[config.mk]
export PLATFORM = sky130hd
export DESIGN_NAME = seg7_mux_driver
export DESIGN_NICKNAME = d
export VERILOG_FILES = /design/src/rtl/seg7_mux_driver.sv
export SDC_FILE = /design/constraint.sdc
export NUM_CORES = 1
export LEC_CHECK = 0
export ABC_AREA = 1
export CAP_MARGIN = 20
export CELL_PAD_IN_SITES_DETAIL_PLACEMENT = 1
export CELL_PAD_IN_SITES_GLOBAL_PLACEMENT = 1
export CORE_UTILIZATION = 35
export DETAILED_ROUTE_END_ITERATION = 12
export PLACE_DENSITY = 0.79
export SLEW_MARGIN = 10
export SYNTH_ARGS = -nofsm -noshare
export SYNTH_HDL_FRONTEND = slang
export SYNTH_SLANG_ARGS = --single-unit
[constraint.sdc]
create_clock -name clk -period 2.38 [get_ports clk]
set_clock_uncertainty 0.1 [all_clocks]
set_input_delay 0.476 -clock clk [delete_from_list [all_inputs] [get_ports clk]]
set_output_delay 0.476 -clock clk [all_outputs]
set_load 0.05 [all_outputs]
[src/rtl/seg7_mux_driver.sv]
// Time-multiplexed 7-segment driver. Each digit slot starts with anode-off guard cycles.
// Define SEG7_LZB_EN to enable leading-zero blanking.
module seg7_mux_driver #(
    parameter int unsigned NUM_DIGITS  = 4,
    parameter int unsigned REFRESH_DIV = 100000,
    parameter int unsigned GUARD       = 2
) (
    input  logic                      clk,
    input  logic                      reset_n,
    input  logic                      load,
    input  logic [4*NUM_DIGITS-1:0]   value,
    input  logic [NUM_DIGITS-1:0]     dp_in,
    input  logic                      blank,
    output logic [6:0]                seg,
    output logic                      dp,
    output logic [NUM_DIGITS-1:0]     an
);

    localparam int unsigned CNT_W = $clog2(REFRESH_DIV);
    localparam int unsigned IDX_W = (NUM_DIGITS > 1) ? $clog2(NUM_DIGITS) : 1;
    localparam int unsigned VAL_W = 4 * NUM_DIGITS;

    typedef enum logic {
        ST_GUARD = 1'b0,
        ST_ON    = 1'b1
    } state_t;

    state_t                 state_q, state_d;
    logic [CNT_W-1:0]       cnt_q, cnt_d;
    logic [IDX_W-1:0]       idx_q, idx_d;
    logic [VAL_W-1:0]       val_q;
    logic [NUM_DIGITS-1:0]  dpm_q;
    logic [6:0]             seg_d;
    logic                   dp_d;
    logic [NUM_DIGITS-1:0]  an_d;

    logic [3:0]             sel_nib;
    logic                   sel_dp;
    logic                   sel_lz;
    logic [NUM_DIGITS-1:0]  sel_an;
    logic [NUM_DIGITS-1:0]  lead_zero;
    logic                   wrap;

    // Segment pattern {a,b,c,d,e,f,g}, active low.
    function automatic logic [6:0] seg_enc(input logic [3:0] nib);
        logic [6:0] s;
        case (nib)
            4'h0: s = 7'b0000001;
            4'h1: s = 7'b1001111;
            4'h2: s = 7'b0010010;
            4'h3: s = 7'b0000110;
            4'h4: s = 7'b1001100;
            4'h5: s = 7'b0100100;
            4'h6: s = 7'b0100000;
            4'h7: s = 7'b0001111;
            4'h8: s = 7'b0000000;
            4'h9: s = 7'b0001100;
            4'hA: s = 7'b0001000;
            4'hB: s = 7'b1100000;
            4'hC: s = 7'b0110001;
            4'hD: s = 7'b1000010;
            4'hE: s = 7'b0110000;
            default: s = 7'b0111000;
        endcase
        return s;
    endfunction

`ifdef SEG7_LZB_EN
    // Digit k>0 is suppressed when it and every more-significant nibble are zero.
    always_comb begin
        logic zero_hi;
        zero_hi   = 1'b1;
        lead_zero = '0;
        for (int k = NUM_DIGITS - 1; k >= 1; k--) begin
            zero_hi      = zero_hi && (val_q[4*k +: 4] == 4'h0);
            lead_zero[k] = zero_hi;
        end
    end
`else
    assign lead_zero = '0;
`endif

    // Pick the nibble, decimal point and anode for the current digit index.
    always_comb begin
        sel_nib = 4'h0;
        sel_dp  = 1'b0;
        sel_lz  = 1'b0;
        sel_an  = '1;
        for (int unsigned k = 0; k < NUM_DIGITS; k++) begin
            if (idx_q == IDX_W'(k)) begin
                sel_nib   = val_q[4*k +: 4];
                sel_dp    = dpm_q[k];
                sel_lz    = lead_zero[k];
                sel_an[k] = 1'b0;
            end
        end
    end

    assign wrap = (cnt_q == CNT_W'(REFRESH_DIV - 1));

    always_comb begin
        cnt_d   = cnt_q + CNT_W'(1);
        idx_d   = idx_q;
        state_d = state_q;
        seg_d   = '1;
        dp_d    = 1'b1;
        an_d    = '1;

        if (wrap) begin
            cnt_d = '0;
            idx_d = (idx_q == IDX_W'(NUM_DIGITS - 1)) ? '0 : idx_q + IDX_W'(1);
        end

        case (state_q)
            ST_GUARD: if (cnt_q == CNT_W'(GUARD - 1)) state_d = ST_ON;
            ST_ON:    if (wrap) state_d = ST_GUARD;
            default:  state_d = ST_GUARD;
        endcase

        // Blank only darkens the outputs; slot timing keeps running.
        if (state_q == ST_ON && !blank) begin
            an_d  = sel_an;
            dp_d  = ~sel_dp;
            seg_d = sel_lz ? 7'b1111111 : seg_enc(sel_nib);
        end
    end

    always_ff @(posedge clk or negedge reset_n) begin
        if (!reset_n) begin
            state_q <= ST_GUARD;
            cnt_q   <= '0;
            idx_q   <= '0;
            val_q   <= '0;
            dpm_q   <= '0;
            seg     <= 7'b1111111;
            dp      <= 1'b1;
            an      <= '1;
        end else begin
            state_q <= state_d;
            cnt_q   <= cnt_d;
            idx_q   <= idx_d;
            if (load) begin
                val_q <= value;
                dpm_q <= dp_in;
            end
            seg <= seg_d;
            dp  <= dp_d;
            an  <= an_d;
        end
    end

endmodule

==> results.md <==
* **Std-Cell Rows** 32
* **top_reg_cell synth** dfrtp_1
* **maximum number of buffers from clock root to sink** 2
* **area of the core region** 7690 um2
* **share of the clock period used by the worst path** 92.8%
* **via count of the first global-routing pass** 2368
* **Clock Pin Slew Worst Setup and Hold Paths** 0.11 ns
* **port buffer count** 35
* **most frequent cells after synthesis** nand2_1 (60), dfrtp_1 (40), inv_1 (36), nor2_1 (30), nand3_1 (26)
* **gr usage total** 17.6%
* **P per Cell Area** 541 nW/um2
* **transition at the pin with the smallest max-transition slack** 0.501 ns
* **fill count** 927
* **highest routed layer** met4
* **DRC violation count after routing** 0
* **Synth async-reset ratio** 100%
* **number of synthesized flops with an enable pin** 0
* **DP HPWL** 5110 um
* **Met1 Routed Length** 2920 um
* **Gate power share** 17.3%
* **post-place setup slack** 0.135 ns
* **maxcap violations** 0
* **TritonCTS clock tree** built
* **Reg power frac** 53.1%
* **Layout Nets** 396
* **unique cell type count in the Yosys netlist** 33
* **later-pin clock latency in the skew report** 0.32 ns
* **cell at the root of the clock tree** clkbuf_8
* **vertical die dimension** 91.0 um
* **average via count per standard cell** 4.76
* **# Post-CTS Setup Buffers** 0
* **number of hold violations in the final report** 0
* **gpl congestion** 0.839
* **WP buf/inv** 1
* **Synth Register Bits** 52
* **data arrival time at the worst-slack endpoint** 1.63 ns
* **worst slew margin relative to its limit** 66.5%
* **required arrival time at the worst endpoint** 1.80 ns
* **number of sinks on the clock net** 52
* **TritonCTS buffer count** 5
* **average instance area after synthesis** 8.71 um2
* **maximum clock frequency** 453 MHz
* **Synth Net Count** 354
* **global-route wire length before repair** 11600 um
* **sequential fraction of the synthesis area** 47.5%
* **count of mapped cells out of synthesis** 318
* **count of TritonRoute iterations in the first routing pass** 4
* **placed cells** 454
* **highest fanout seen on the critical path** 1
* **Leakage Power** 1.53 nW
* **initial antenna violation count** 0
* **reg-to-reg setup timing slack** 0.18 ns
* **remaining number of nets flagged by the antenna check after routing** 0
* **wire per inst** 14.2 um
* **library cell contributing the largest single delay on the critical path** clkdlybuf4s50_1
* **most numerous cell in the Yosys netlist** nand2_1
* **Min-Delay Path Class** reg -> reg
* **share of cells above drive strength 1** 20.5%
* **horizontal extent of the die** 91.0 um
* **largest stage delay on the critical path** 0.79 ns
* **routed wl met2** 3410 um
* **overall overflow remaining after global route** 0
* **Yosys warning total** 0
* **cell type contributing the most total cell area after synthesis** dfrtp_1
* **area added between synthesis and finish** 21.1%
* **Synth Cell Area** 2770 um2
* **number of slew-limit violations in the final report** 0
* **final setup vio count** 0
* **die footprint** 8270 um2
* **initial core utilization** 36.0%
* **critical-path cell list** clkdlybuf4s50_1
* **Worst Setup Start Kind** flop
* **number of diodes** 0
* **utilization after layout** 43.7%
* **number of cells in the finished layout apart from fillers** 463
* **WS Path Type** reg -> out
* **fraction of power consumed by the clock network** 29.6%
* **via total after detailed routing** 2203
* **Critical Path End Type** primary output
* **outcome** finished, final reports clean
* **total net switching power** 0.000508 W
* **DR iter-0 viols** 23
* **switching share of power** 28.0%
* **maximum number of pins on one net before global-route repair** 29
* **I/O pins** 36
* **depth of the CTS H-tree** 2
* **met3 layer wire length in the routed design** 199 um
* **synth top area cells** dfrtp_1 (36%), dfstp_2 (11%), nand2_1 (8.1%)
* **clock period minus final worst setup slack** 2.21 ns
* **post-detailed-routing wire length** 6560 um
* **post-synth top area share** 36.1%
* **maximum vdd drop** 0.000240 V
* **internal power** 0.00131 W
* **gate family responsible for the most delay along the worst path** buffers and inverters
* **final setup margin** 0.170 ns
## state kept, by name, summed over array words and instances, names as in the netlist
name and cells:
cnt_q 17, an 4, seg 7, state_q 1
dp 1, idx_q 2, dpm_q 4, val_q 16
## layer usage
metal / vias up / track usage, %
met5: - / 0
met4: 0 / 3.97
met3: 4 / 2.85
met2: 39 / 31.9
met1: 1069 / 21.8
li1: 1091 / -
## worst reg2reg max path: cells and delay by family (launching register included)
kind          cells  cell delay, ns
simple gates      7            0.68
fa+ha+maj         2            0.60
flops             1            0.45
buf+inv           3            0.32
## logic make-up after synthesis
family                   Yosys count  share of synthesized area [%]
multiplexers                      12                           4.88
flip-flops                        52                           47.5
AO/OA/AOI/OAI                     28                           5.69
AND/OR/NAND/NOR                  153                           26.4
buffers and inverters             53                           7.59
adder cells (fa/ha/maj)           12                           5.42
XOR/XNOR                           8                           2.53
## worst paths after layout
check,start,end,depth (start not counted)
worst max-delay path,dp,dp,1
worst min-delay path,cnt_q[0],cnt_q[0],1
worst max register to register,idx_q[0],seg[6],12
worst min register to register,cnt_q[0],cnt_q[0],1
max in group asynchronous,reset_n,seg[6],3
min in group asynchronous,reset_n,val_q[6],2
## power groups by stage
stage	clock [W]	sequential, W	combinational [W]
6_report	0.000538	0.000964	0.000314
5_1_grt	0.000585	0.000971	0.000347
4_1_cts	0.000555	0.000965	0.000319
3_5_place_dp	0	0.000981	0.000315
3_3_place_gp	0	0.000981	0.000306
2_1_floorplan	0	0.00104	0.000129
## area by class of cell
cell class                      instances  area [um2]  area share, %
Clock buffer                            7        86.3           2.57
Clock inverter                          1        8.76          0.261
Sequential cell                        52        1320           39.3
Multi-Input combinational cell        213        1250           37.1
Inverter                               48         184           5.48
Timing Repair Buffer                   40         385           11.5
Tap cell                              102         128           3.80
## what timing repair did
action | CTS | global route
hold buffers | 1 | 0
endpoints found under the hold margin | 6 | 0
endpoints found under the setup margin | 0 | 3
gates resized for setup | 0 | 2
## layout by cell type, fill, tap and decap left out, types with 9 or more instances in the layout
cell | synthesis | final
a21oi_1 | 10 | 10
clkdlybuf4s50_1 | 0 | 34
dfrtp_1 | 40 | 39
dfstp_2 | 12 | 12
ha_1 | 12 | 11
inv_1 | 36 | 36
inv_2 | 9 | 9
mux2_2 | 12 | 12
nand2_1 | 60 | 60
nand3_1 | 26 | 26
nor2_1 | 30 | 30
o21ai_0 | 11 | 11
## stage by stage
step / TNS [ns] / total power [W] / hold WS, ns / cell area (um2)
after floorplan: 0 / 0.00117 / 0.0804 / 2770
after global placement: 0 / 0.00129 / 0.338 / 3250
after detailed placement: 0 / 0.00130 / 0.343 / 3250
after CTS: 0 / 0.00184 / 0.409 / 3350
after global routing: -0.00135 / 0.00190 / 0.437 / 3360
final: 0 / 0.00182 / 0.402 / 3360
Power figures use the tool's default switching activity.
